## src/rtl/universal_shift_reg.sv

```systemverilog
// Universal shift register: hold, shift right, shift left, parallel load.
// Optional registered serial output is enabled by defining
// UNIVERSAL_SHIFT_REG_SEROUT_EN; without it, SHIFTOUT and its logic are absent.
module universal_shift_reg #(
    parameter int unsigned WIDTH = 4
) (
    input  logic             clock,
    input  logic             reset,
    input  logic [1:0]       MODE,
    input  logic [WIDTH-1:0] DATAIN,
`ifdef UNIVERSAL_SHIFT_REG_SEROUT_EN
    output logic             SHIFTOUT,
`endif
    output logic [WIDTH-1:0] DATAOUT
);

    typedef enum logic [1:0] {
        MODE_HOLD  = 2'b00,
        MODE_RIGHT = 2'b01,
        MODE_LEFT  = 2'b10,
        MODE_LOAD  = 2'b11
    } mode_e;

    mode_e            mode_sel;
    logic [WIDTH-1:0] next_data;

    assign mode_sel = mode_e'(MODE);

    // Next register value; serial-in comes from DATAIN MSB (right) or LSB (left).
    always_comb begin
        next_data = DATAOUT;
        case (mode_sel)
            MODE_HOLD:  next_data = DATAOUT;
            MODE_RIGHT: next_data = {DATAIN[WIDTH-1], DATAOUT[WIDTH-1:1]};
            MODE_LEFT:  next_data = {DATAOUT[WIDTH-2:0], DATAIN[0]};
            MODE_LOAD:  next_data = DATAIN;
            default:    next_data = DATAOUT;
        endcase
    end

    // Data register; asynchronous reset clears it without a clock edge.
    always_ff @(posedge clock or negedge reset) begin
        if (!reset) begin
            DATAOUT <= '0;
        end else begin
            DATAOUT <= next_data;
        end
    end

`ifdef UNIVERSAL_SHIFT_REG_SEROUT_EN
    logic next_shift;

    // Bit pushed out by a shift; held on hold and parallel load.
    always_comb begin
        next_shift = SHIFTOUT;
        case (mode_sel)
            MODE_RIGHT: next_shift = DATAOUT[0];
            MODE_LEFT:  next_shift = DATAOUT[WIDTH-1];
            default:    next_shift = SHIFTOUT;
        endcase
    end

    // Serial-out register.
    always_ff @(posedge clock or negedge reset) begin
        if (!reset) begin
            SHIFTOUT <= 1'b0;
        end else begin
            SHIFTOUT <= next_shift;
        end
    end
`endif

endmodule

```

## config.mk

```make
export PLATFORM = sky130hd
export DESIGN_NAME = universal_shift_reg
export DESIGN_NICKNAME = d
export VERILOG_FILES = /design/src/rtl/universal_shift_reg.sv
export SDC_FILE = /design/constraint.sdc
export NUM_CORES = 1
export LEC_CHECK = 0
export CORE_AREA = 4 4 41 43
export DETAILED_ROUTE_END_ITERATION = 16
export DIE_AREA = 0 0 45 47
export PLACE_DENSITY = 0.4
export RECOVER_POWER = 25
export SLEW_MARGIN = 0
export SYNTH_ARGS = -nofsm -noshare
export SYNTH_HDL_FRONTEND = slang
export SYNTH_SLANG_ARGS = --single-unit
```

## constraint.sdc

```tcl
create_clock -name clock -period 2.8 [get_ports clock]
set_clock_uncertainty 0.1 [all_clocks]
set_input_delay 0.42 -clock clock [delete_from_list [all_inputs] [get_ports clock]]
set_output_delay 0.42 -clock clock [all_outputs]
set_load 0.02 [all_outputs]
```

==> results.txt, run 1 <==
- The run finished with clean final reports.
- In this run, CTS created clock tree buffers numbering 3.
- sky130_fd_sc_hd__dfrtp_1 is the most common cell in the netlist.
- Share of synthesized flip-flops with an asynchronous set or reset: 100%
- Detailed router's first-iteration violation count: 1
- Dividing the synthesized area by the synthesized cell count gives 15.8 µm².
* Largest registers ranked by flip-flop count: DATAOUT x4
- During placement, the flow inserted port buffers numbering 11.
- ANT cells: 0
- Post-Route WL: 591 µm
- After routing the design area is 342 µm².
- Worst hold path class: primary input to asynchronous set/reset pin
* Post-layout nets: 36
- On the worst path, the slowest cell contributes a delay of between 0.6 and 0.7 ns.
- Once the clock tree was built, the resizer swapped 0 gates to a different size.
* Slew of the pin with the lowest slew margin: 0.249 ns
- FF+latch count, synth: 4
* Placed Instance Area: 319 µm²
- Vertical die dimension: around 47 µm
- Setup violations remaining at the end of the flow were counted as 0.
- Max-cap violations: 0
- Synth top cells by count: sky130_fd_sc_hd__dfrtp_1, sky130_fd_sc_hd__mux2i_1, sky130_fd_sc_hd__mux4_1, sky130_fd_sc_hd__nand2_1, sky130_fd_sc_hd__o21ai_0
* Critical Path Sink Type: output pin
* Minimum setup slack among reg-to-reg paths: around 1.6 ns
- # rows: 13
- Tightest hold margin: 0.365 ns
* Routed via count: 160
* Layout cell share with drive strength beyond 1: 11.5%
* Synth Flop Type: sky130_fd_sc_hd__dfrtp_1
- Reg2Reg Depth: 1
- Number of design rule violations left after detail routing: 0
- Maximum net fanout on the critical path: 4
* Largest register FFs: 4
- Antenna violations before repair: 0
- Power Density: 600 nW/µm²
- By area the synthesized netlist is led by sky130_fd_sc_hd__dfrtp_1, sky130_fd_sc_hd__mux4_1, sky130_fd_sc_hd__mux2i_1.
- Summing all flip-flop and latch instances after layout gives 100 µm².
- The cell count after synthesis came out at 12.
- Crit-path leading delay family: buffers and inverters
* FILL cells: ~150
- The number of max-slew violations in the final report is 0.
- The die is roughly 45 µm wide.
- Placeable core region: 1300 µm²
- Worst vdd ir: 0.147 mV
- The congestion estimate from routability-driven global placement came to 0.676.
* Summed negative setup slack over all endpoints: 0 ns
- First-pass GRT wire length: 959 µm
* Most flops, register: DATAOUT
- Proportion of synthesized chip area in sequential cells: between 50% and 60%
* Number of buffers and inverters on the critical path: 1
- Clock tree from TritonCTS: done
- In this run the post-CTS setup repair buffer count came out at 0.
* Initial Util: 14.6%
- Total of hold buffers inserted after clock tree synthesis: 0
- In this run the biggest area consumer among cell types represents a little over half of the synthesized area.
- STA puts the critical path data required time at around 2.3 ns.
- The slowest stage of the critical path is the sky130_fd_sc_hd__clkdlybuf4s50_1 cell.
* WL per Instance: 14.4 µm
- Top-Level Pins: 12
- Clock insertion delay at the later pin of the skew report: about 0.23 ns
- Unrepaired setup endpoints after global routing: false
- In this run the remaining antenna-violating nets after routing total 0.
- Using the TritonRoute via totals, the vias-per-cell ratio works out to 3.90.
* CP startpoint kind: flip-flop
* Layout-stage area growth over the synthesis result: 79.6%
- Largest buffer count on any clock path: 2
* CP Class: flip-flop to output pin
* Post-synthesis instance area: around 190 µm²
* Arrival time of the worst setup path: 1.26 ns
- The floorplan step defined a die boundary enclosing about 2100 µm².
- Cell breakdown of the critical path: clkdlybuf4s50_1
* Clock edge transition at the registers on the reported setup and hold paths: 0.04 ns
* Highest clock rate: 562 MHz
* Final critical path time including I/O delays and setup: ~1.8 ns
- Via count of the first global-routing pass: 195
- The clock drives 4 sinks.
- Count of final hold-check violations: 0
* Startpoint of the lowest-slack register-to-register path: DATAOUT[2]
* Fraction of the cycle the final worst path needs: 63.5%
- Synthesis warning total: 0
* Total number of H-tree levels: 1
* Area of the multi-input gates: 90.1 µm²
- The biggest area contributor in the post-synthesis netlist is sky130_fd_sc_hd__dfrtp_1.
- Synthesis produced a netlist with a net count of 20.
- Synthesis instantiated 5 different standard cells from the library.
- Entering global routing, the biggest net connects 6 pins.
* Clock tree root buffer cell: sky130_fd_sc_hd__clkbuf_4
* Global-route usage over all layers: 7.14%
* Cell leakage power: 0.145 nW
* Detailed-router iteration count before antenna repair: 2
- Max-slew headroom at the worst pin: 83.4%
* End of the worst register-to-register path: DATAOUT[1]
* Number of synthesized flops with an enable pin: 0
- Sum of overflow across all layers after global routing: 0
power by group:
| group | internal, mW | total, mW | leakage (nW) | switching [mW] |
|---|---|---|---|---|
| clock network | 0.0480 | 0.0715 | 0.0138 | 0.0235 |
| registers | 0.0671 | 0.0766 | 0.0480 | 0.00950 |
| logic | 0.0341 | 0.0569 | 0.0835 | 0.0228 |
per-layer routing:
| metal | wire (µm) | vias up | track usage (%) |
|---|---|---|---|
| met1 | 285 | 72 | 8.29 |
| met5 | 0 | - | 0 |
| met4 | 0 | 0 | 7.02 |
| li1 | - | 76 | - |
| met2 | 237 | 12 | 7.91 |
| met3 | 68 | 0 | 5.36 |
stage by stage:
stage,util (%),std cells,total power [mW],worst slack (ns)
floorplan,-,12,0.0987,1.61
global placement,24.5,38,0.134,0.990
detailed placement,24.5,38,0.135,0.944
CTS,26.3,41,0.210,0.999
global route,26.3,41,0.219,0.971
finish,26.3,41,0.205,1.02
logic make-up (layout without fill, tap and decap cells):
logic type,after synthesis,after routing,share of synthesized area (%)
AO/OA/AOI/OAI,2,2,5.26
buffers and inverters,0,14,0
flip-flops,4,4,52.6
multiplexers,4,4,38.2
AND/OR/NAND/NOR,2,2,3.95
worst max-delay path by stage:
stage                    start          to  slack (ns)  depth (start not counted)
floorplan           DATAOUT[2]  DATAOUT[1]        1.61                          1
global placement       MODE[0]  DATAOUT[2]        0.99                          2
detailed placement     MODE[0]  DATAOUT[2]        0.94                          2
CTS                 DATAOUT[2]  DATAOUT[2]         1.0                          1
global route        DATAOUT[2]  DATAOUT[2]        0.97                          1
finish              DATAOUT[2]  DATAOUT[2]        1.02                          1
cell type report:
cell class | instances | share of cell area [%]
Sequential cell | 4 | 29.3
Timing Repair Buffer | 11 | 32.2
Tap cell | 15 | 5.49
Clock buffer | 3 | 6.59
Multi-Input combinational cell | 8 | 26.4
placed cells by master (no fill, tap or decap), drive strengths merged:
master         count
clkdlybuf4s50     10
dfrtp              4
clkbuf             3
mux4               2
mux2i              2
nand2              2
o21ai              2
dlygate4sd3        1
Power figures use the tool's default switching activity.
==> run 2, diff against run 1 <==
- PLACE_DENSITY: 0.4 -> 0.42
- clock period: 2.8 -> 1.6 ns (I/O delays scaled with it)
==> run 2 against run 1 <==
  * Final cell count rose by 2.4%
  * Die area did not move
  * Worst hold slack got worse by 0.19 ns
  * First-iteration DRC count rose to 3.0 times the previous value
  * Design area rose by 3.3%
  * Register-to-register slack got worse by 1.2 ns
  * Count of clock-buffer cells in the layout did not move
  * Utilization rose by 0.87 points
  * Flip-flop and latch count did not move
  * Critical path type unchanged
  * Largest power group unchanged
==> results.txt, run 2 (synthesized netlist as in run 1, its figures left out) <==
* Run status: finished, final reports clean (unchanged)
- The number of antenna violations at the first check in global routing was 0 (unchanged).
- Met2 track utilization from global routing: 7.91% (unchanged)
* Commonest non-fill, non-tap cell in the layout: sky130_fd_sc_hd__clkdlybuf4s50_1 (unchanged)
- Number of buffers and inverters on the critical path: 1 (unchanged)
* Initial Util: 14.6% (unchanged)
- The relative slew slack came to 84.8% (was 83.4%).
- The endpoint of the worst register-to-register path was DATAOUT[2] (was DATAOUT[1]).
- Total of hold buffers inserted after clock tree synthesis: 0 (unchanged)
- The final-stage net count came to 37 (was 36).
- Largest register FFs: 4 (unchanged)
- The max-cap check violation count came to 0 (unchanged).
* Routed via count divided by cell count: 4.10 (was 3.90)
- The deepest level of the CTS H-tree is 1 (unchanged).
- Critical Path Sink Type: output pin (unchanged)
* Top-Level Pins: 12 (unchanged)
- The final estimated routing congestion in global placement was 0.625 (was 0.676).
- Cell breakdown of the critical path: clkdlybuf4s50_1 (unchanged)
- Switch Pwr: 0.0979 mW (was 0.0558 mW)
- The most utilized layer in the global route result is met2 (was met1).
* Count of clock tree sinks: 4 (unchanged)
- The number of hold violations in the final report was 0 (unchanged).
* WL per Instance: 12.9 µm (was 14.4 µm)
- The number of remaining DRC errors came to 0 (unchanged).
* Largest buffer count on any clock path: 2 (unchanged)
- The global-route track usage on met3 is 5.75% (was 5.36%).
* Fraction of the cycle the final worst path needs: 96.8%
* Die footprint: 2120 µm² (unchanged)
* Quantity of gates resized following cts: 1 (was 0)
- The layout overhead on the synthesized area is 85.5% (was 79.6%).
* Highest clock rate: 645 MHz
- Detailed placement finished with a half-perimeter wire length of 420 µm.
* Tightest hold margin: 0.179 ns (was 0.365 ns)
- Most used cells in the layout excluding fill and tap cells: sky130_fd_sc_hd__clkdlybuf4s50_1, sky130_fd_sc_hd__dfrtp_1, sky130_fd_sc_hd__clkbuf_4 (unchanged).
* Number of post-CTS setup repair buffers: 0 (unchanged)
- Detailed-router iteration count before antenna repair: 3 (was 2)
- Worst vdd ir: 0.319 mV (was 0.147 mV)
- Summed negative setup slack over all endpoints: 0 ns (unchanged)
- The layout filler cell count came to 151 (was 145).
- The highest cell delay on the worst timing path is 0.61 ns (was 0.63 ns).
* Number of setup violations in the final report: 0 (unchanged)
* Reg2Reg Depth: 1 (unchanged)
- Worst hold path class: primary input to asynchronous set/reset pin (unchanged)
* Arrival time of the worst setup path: 1.21 ns (was 1.26 ns)
* # rows: 13 (unchanged)
- ANT cells: 0 (unchanged)
- The relative contribution of combinational cells to total power is 26.9% (was 27.8%).
- TritonCTS buffer count: 3 (unchanged)
- The cell with the largest stage delay on the worst path was sky130_fd_sc_hd__clkdlybuf4s50_1 (unchanged).
- The clock input transition at the sequential cells of the worst setup and hold paths was 0.04 ns (about the same).
- The number of max-slew violations in the final report was 0 (unchanged).
- Routed via count: 172 (was 160)
* Post-Route WL: 542 µm (was 591 µm)
- The die width came to 45 µm (unchanged).
- The share of layout cells above drive strength 1 was 14.8% (was 11.5%).
- The internal power contribution came to 0.258 mW (was 0.149 mW).
- CP startpoint kind: flip-flop (unchanged)
* Switching part of the total power: 27.5% (was 27.2%)
- Vertical die dimension: 47 µm (unchanged)
* Maximum net fanout on the critical path: 3 (was 4)
* Flop pwr share: 37.1% (was 37.4%)
- Power Density: 1010 nW/µm² (was 600 nW/µm²)
- Largest net degree at the start of global routing: 6 (unchanged)
- Most flops, register: DATAOUT (unchanged)
- Cell leakage power: 0.173 nW (was 0.145 nW)
* Sum of overflow across all layers after global routing: 0 (unchanged)
* Global-route usage over all layers: 6.75% (was 7.14%)
* Crit-path leading delay family: buffers and inverters (unchanged)
* Clock insertion delay at the later pin of the skew report: 0.24 ns (was 0.23 ns)
- The critical path class was flip-flop to output pin (unchanged).
- First-pass GRT wire length: 903 µm (was 959 µm)
- Critical path required time: 1.26 ns (was 2.28 ns)
- The standard cell core area came to 1300 µm² (unchanged).
- Via count of the first global-routing pass: 200 (was 195)
- Final critical path time including I/O delays and setup: 1.55 ns
* Number of gates on the worst path with buffers counted: 1 (unchanged)
* Slew of the pin with the lowest slew margin: 0.228 ns (was 0.249 ns)
- The setup slack of the worst register-to-register path was 0.46 ns (was 1.63 ns).
- Unrepaired setup endpoints after global routing: false (unchanged)
* Clock share of power: 36.0% (was 34.9%)
- Largest registers ranked by flip-flop count: DATAOUT x4 (unchanged).
- The CTS tree is done (unchanged).
* Clock tree root buffer cell: sky130_fd_sc_hd__clkbuf_4 (unchanged)
- The residual antenna-violating net count after detailed routing was 0 (unchanged).
- The count of buffers from port buffering is 11 (unchanged).
* Crit path launch: DATAOUT[0] (was DATAOUT[2])
- The number of violations reported at the end of detailed-routing iteration 0 is 3 (was 1).
* Met1 track utilization from global routing: 7.60% (was 8.29%)
- Startpoint of the lowest-slack register-to-register path: DATAOUT[2] (unchanged)
- The critical path capture point is DATAOUT[0] (was DATAOUT[2]).
[run 2: changes by cell type in the layout (fill, tap and decap cells not counted), sizes merged]
| cell | delta |
|---|---|
| dlygate4sd2 | +1 |
| dlymetal6s2s | +2 |
| buf | +1 |
| clkdlybuf4s50 | -3 |
[run 2: how the worst min path moves through the flow]
stage                     startpoint         end  slack [ns]  depth (start not counted)
final                          reset  DATAOUT[1]        0.18                          1
after global routing           reset  DATAOUT[2]        0.20                          1
after CTS                      reset  DATAOUT[1]        0.11                          1
after detailed placement       reset  DATAOUT[1]        0.36                          1
after global placement         reset  DATAOUT[0]        0.36                          1
after floorplan                reset  DATAOUT[0]       -0.16                          0
[run 2: metrics by stage]
step / instances / util, % / worst slack (ns) / area [µm²] / power, mW
after floorplan: 12 / - / 0.409 / 190 / 0.173
after global placement: 39 / 25.1 / 0.0112 / 327 / 0.235
after detailed placement: 39 / 25.1 / -0.0258 / 327 / 0.236
after CTS: 42 / 26.7 / 0.00787 / 348 / 0.368
after global routing: 42 / 27.1 / 0.0117 / 353 / 0.381
final: 42 / 27.1 / 0.0508 / 353 / 0.356
[run 2: layout make-up]
type / count / area [µm²] / share of cell area [%]
flip-flops and latches: 4 / 100 / 28.4
clock buffers: 3 / 22.5 / 6.38
repair buffers: 12 / 121 / 34.4
well taps: 15 / 18.8 / 5.32
multi-input cells: 8 / 90.1 / 25.5
[run 2: power by group through the flow]
stage,combinational [mW],sequential [mW],clock [mW]
global placement,0.103,0.132,0
global route,0.103,0.136,0.142
floorplan,0.0240,0.149,0
CTS,0.0994,0.133,0.135
finish,0.0958,0.132,0.128
detailed placement,0.103,0.133,0
[run 2: metal layers]
layer	wire (µm)	share of wire (%)
met1	238	44
met2	200	37
met3	102	19
met4	0	0
met5	0	0
